$ cat src/rtl/conv_result_streamer.sv
// conv_result_streamer: waits SETTLE cycles after start, snapshots N_OUT convolver results, streams them out over valid/ready
// Ports: clk, rstn (async active-low); start pulse; conv_in flattened results (word k at [k*W +: W]);
//        out_data/out_valid/out_ready/out_last word stream; busy (not idle); done (pulse after last transfer)
module conv_result_streamer #(
  parameter int N_OUT = 15,
  parameter int W = 16,
  parameter int SETTLE = 64
) (
  input  logic               clk,
  input  logic               rstn,
  input  logic               start,
  input  logic [N_OUT*W-1:0] conv_in,
  output logic [W-1:0]       out_data,
  output logic               out_valid,
  input  logic               out_ready,
  output logic               out_last,
  output logic               busy,
  output logic               done
);
  localparam int CW = $clog2(SETTLE + 1);
  localparam int IW = (N_OUT > 1) ? $clog2(N_OUT) : 1;
  localparam logic [1:0] IDLE = 2'd0, WAIT = 2'd1, STREAM = 2'd2;
  logic [1:0] state;
  logic [CW-1:0] cnt;
  logic [IW-1:0] idx, nxt;
  logic [W-1:0] mem [N_OUT];
  assign nxt = idx + 1'b1;
  assign busy = state != IDLE;
  always_ff @(posedge clk or negedge rstn)
    if (!rstn) begin
      state <= IDLE;
      cnt <= '0;
      idx <= '0;
      out_data <= '0;
      out_valid <= 1'b0;
      out_last <= 1'b0;
      done <= 1'b0;
      for (int k = 0; k < N_OUT; k++) mem[k] <= '0;
    end else begin
      done <= 1'b0;
      case (state)
        IDLE: if (start) begin
          state <= WAIT;
          cnt <= '0;
        end
        WAIT: begin
          cnt <= cnt + 1'b1;
          if (cnt == CW'(SETTLE - 1)) begin
            // word 0 goes straight to the output register so it is valid on the next cycle
            for (int k = 0; k < N_OUT; k++) mem[k] <= conv_in[k*W +: W];
            idx <= '0;
            out_data <= conv_in[W-1:0];
            out_valid <= 1'b1;
            out_last <= N_OUT == 1;
            state <= STREAM;
          end
        end
        STREAM: if (out_ready) begin
          if (idx == IW'(N_OUT - 1)) begin
            state <= IDLE;
            idx <= '0;
            out_valid <= 1'b0;
            out_last <= 1'b0;
            done <= 1'b1;
          end else begin
            idx <= nxt;
            out_data <= mem[nxt];
            out_last <= nxt == IW'(N_OUT - 1);
          end
        end
        default: state <= IDLE;
      endcase
    end
endmodule

$ cat config.mk
export PLATFORM = sky130hd
export DESIGN_NAME = conv_result_streamer
export DESIGN_NICKNAME = d
export VERILOG_FILES = /design/src/rtl/conv_result_streamer.sv
export SDC_FILE = /design/constraint.sdc
export NUM_CORES = 1
export LEC_CHECK = 0
export CORE_MARGIN = 1
export CORE_UTILIZATION = 43
export DETAILED_ROUTE_END_ITERATION = 7
export HOLD_SLACK_MARGIN = 0.15
export PLACE_DENSITY = 0.69
export SYNTH_ARGS = -nofsm -noshare
export SYNTH_HDL_FRONTEND = slang
export SYNTH_SLANG_ARGS = --single-unit
$ cat constraint.sdc
create_clock -name clk -period 3.3 [get_ports clk]
set_input_delay 0.825 -clock clk [delete_from_list [all_inputs] [get_ports clk]]
set_output_delay 0.825 -clock clk [all_outputs]
set_load 0.01 [all_outputs]
==> qor.txt <==
outcome = completed
Relative slew margins = 43.6%
Fin. Hold Viols = 0
Core Util, Final = 58.3%
max-slew violations = 0
Clock Latency Late Sink = 0.55 ns
initial core utilization = 43.9%
H-tree Lvls = 1
dpl hpwl = 24.2 mm
vias in the first global route = 8309
GRT overflow = 0
Routed wire per std cell = 22.5 um
Final Setup Violations = 0
most frequent cells in the layout = dfrtp_1, clkdlybuf4s50_1, mux2_1
cells after synthesis = 799
Die Footprint = 0.0292 mm2
Mapped Avg Cell Area = 15.4 um2
#FFs+latches synth = 272
Ports = 264
Total Routing Usage GR = 22.8%
Detailed Routing Iterations Pass 1 = 7
sequential share of the synthesized area = 55.5%
total of max-cap violations = 0
post-synth net total = 1047
clk slew on worst S/H paths = 0.06 ns
pin count of the biggest net entering global routing = 146
Post-Syn Area = 0.0123 mm2
crit path capture type = register
number of setup buffers added after CTS = 0
Fin Hold WS = 0.288 ns
Async SR Flop Fraction = 100%
Die Wd = 171 um
crit share post-route = 88.1%
Resize count post-CTS = 0
Leak = 0.00753 uW
crit path time final = 2.91 ns
clock sinks = 272
initial antenna violation count = 4
GP Congestion = 0.864
EDFF count, synth = 0
most common cell after layout, fill and taps aside = dfrtp_1
core footprint = 0.0279 mm2
kind of critical path = reg2reg
port bufs = 263
Critical Path Source Type = register
Initial DRC Count = 596
Max Clk Rate = 344 MHz
Pwr Total = 8930 uW
CTS buffer count = 30
DRC = 0
critical path arrival = 3.34 ns
Clock Tree Root = clkbuf_16
Vias/cell = 5.50
ys flop type = dfrtp_1
die height = 171 um
vias = 8001
TNS Setup = 0 ns
Distinct cells, synth = 46
Worst Clk Skew = 0.0148 ns
# nets final = 1303
area grow syn2layout = 32.6%
hold buffer count at CTS = 0
Final WS setup = 0.394 ns
Worst IR Drop VDD = 0.368 mV
num rows = 61
Warnings, synthesis = 0
first-pass GRT wire length = 49.6 mm
PD cells = 549 mW/mm2
DRT Wirelength = 32.7 mm
DRT antenna net count = 0
RSZ-0062 raised after global routing = no
Placement Setup Slack = 0.483 ns
CTS tree = built
hold crit path type = in2async
CP max FO = 16
fraction of layout cells with a size suffix above 1 = 22.9%
CTS max path bufs = 3
CP required = 3.74 ns
actual slew at the worst max-slew pin = 0.846 ns
-- registers in the layout, indices dropped and copies added, names as in the netlist --
name,cells
cnt,7
done,1
idx,4
mem,240
out_data,16
out_last,1
out_valid,1
state,2
-- where the power goes --
group / switching (uW) / internal, uW / total, uW
sequential: 307 / 3850 / 4150
combinational: 484 / 836 / 1320
clock: 1360 / 2100 / 3460
total: 2150 / 6780 / 8930
-- final timing paths --
path / from / to / slack (ns) / depth (start not counted)
max: idx[1]$_DFFE_PN0P_ / out_data[0]$_DFFE_PN0P_ / 0.39 / 5
min: rstn / cnt[4]$_DFFE_PN0P_ / 0.29 / 1
max reg2reg: idx[1]$_DFFE_PN0P_ / out_data[0]$_DFFE_PN0P_ / 0.39 / 5
min reg2reg: mem[87]$_DFFE_PN0P_ / mem[87]$_DFFE_PN0P_ / 0.48 / 1
max in group asynchronous: rstn / mem[79]$_DFFE_PN0P_ / 2.07 / 2
min in group clk: mem[87]$_DFFE_PN0P_ / mem[87]$_DFFE_PN0P_ / 0.48 / 1
-- routing by layer --
| layer | track usage, % | wire length (um) | vias up |
|---|---|---|---|
| met2 | 36.5 | 15500 | 284 |
| li1 | - | - | 3573 |
| met4 | 5.63 | 779 | 4 |
| met3 | 6.55 | 2760 | 56 |
| met1 | 30.5 | 13700 | 4084 |
| met5 | 0 | 23 | - |
-- stage by stage --
step           cell area [um2]  cells
2_1_floorplan            12300    799
3_3_place_gp             15200   1401
3_5_place_dp             15200   1401
4_1_cts                  16300   1455
5_1_grt                  16300   1455
6_report                 16300   1456
-- cell type report --
type                            instances  area (um2)
Tap cell                              378         473
Clock buffer                           42         887
Antenna cell                            1        2.50
Timing Repair Buffer                  283        2840
Sequential cell                       272        6810
Clock inverter                         12         146
Multi-Input combinational cell        464        5100
Fill cell                            2208       11700
Inverter                                4        15.0
-- cell usage after synthesis, types with 2 or more instances --
cell type | instances | area (um2)
o31ai_1 | 2 | 15.0
o22ai_1 | 15 | 93.8
buf_6 | 5 | 56.3
buf_4 | 21 | 158
nand3_1 | 6 | 30.0
clkbuf_1 | 11 | 41.3
xor2_1 | 2 | 17.5
a21oi_1 | 18 | 90.1
nor2_1 | 11 | 41.3
and3_1 | 2 | 12.5
mux2_2 | 118 | 1330
dfrtp_1 | 272 | 6810
a222oi_1 | 16 | 160
nand3b_1 | 2 | 15.0
mux4_2 | 48 | 1080
nor2b_1 | 3 | 18.8
a221o_1 | 15 | 150
nand2_1 | 11 | 41.3
inv_1 | 4 | 15.0
nor3_1 | 3 | 15.0
buf_2 | 22 | 110
mux2_1 | 138 | 1550
a21o_1 | 2 | 15.0
o211ai_1 | 2 | 15.0
o21ai_0 | 9 | 45.0
nand4_1 | 3 | 18.8
ha_1 | 4 | 50.1
nor4_1 | 16 | 100
-- critical path, cell delays in order, from the launching register on --
cell and delay (ns):
dfrtp_1 0.54, ha_1 0.49, nand3b_1 0.55, a222oi_1 0.80, nor4_1 0.12, a221o_1 0.29
-- cells by family after synthesis --
| logic type | after synthesis | share of synthesized area [%] |
|---|---|---|
| AND/OR/NAND/NOR | 65 | 2.94 |
| adder cells (fa/ha/maj) | 4 | 0.408 |
| AO/OA/AOI/OAI | 88 | 5.56 |
| XOR/XNOR | 2 | 0.143 |
| flip-flops | 272 | 55.5 |
| buffers and inverters | 63 | 3.10 |
| multiplexers | 305 | 32.4 |
No activity file was read; power rests on OpenSTA's default activity.
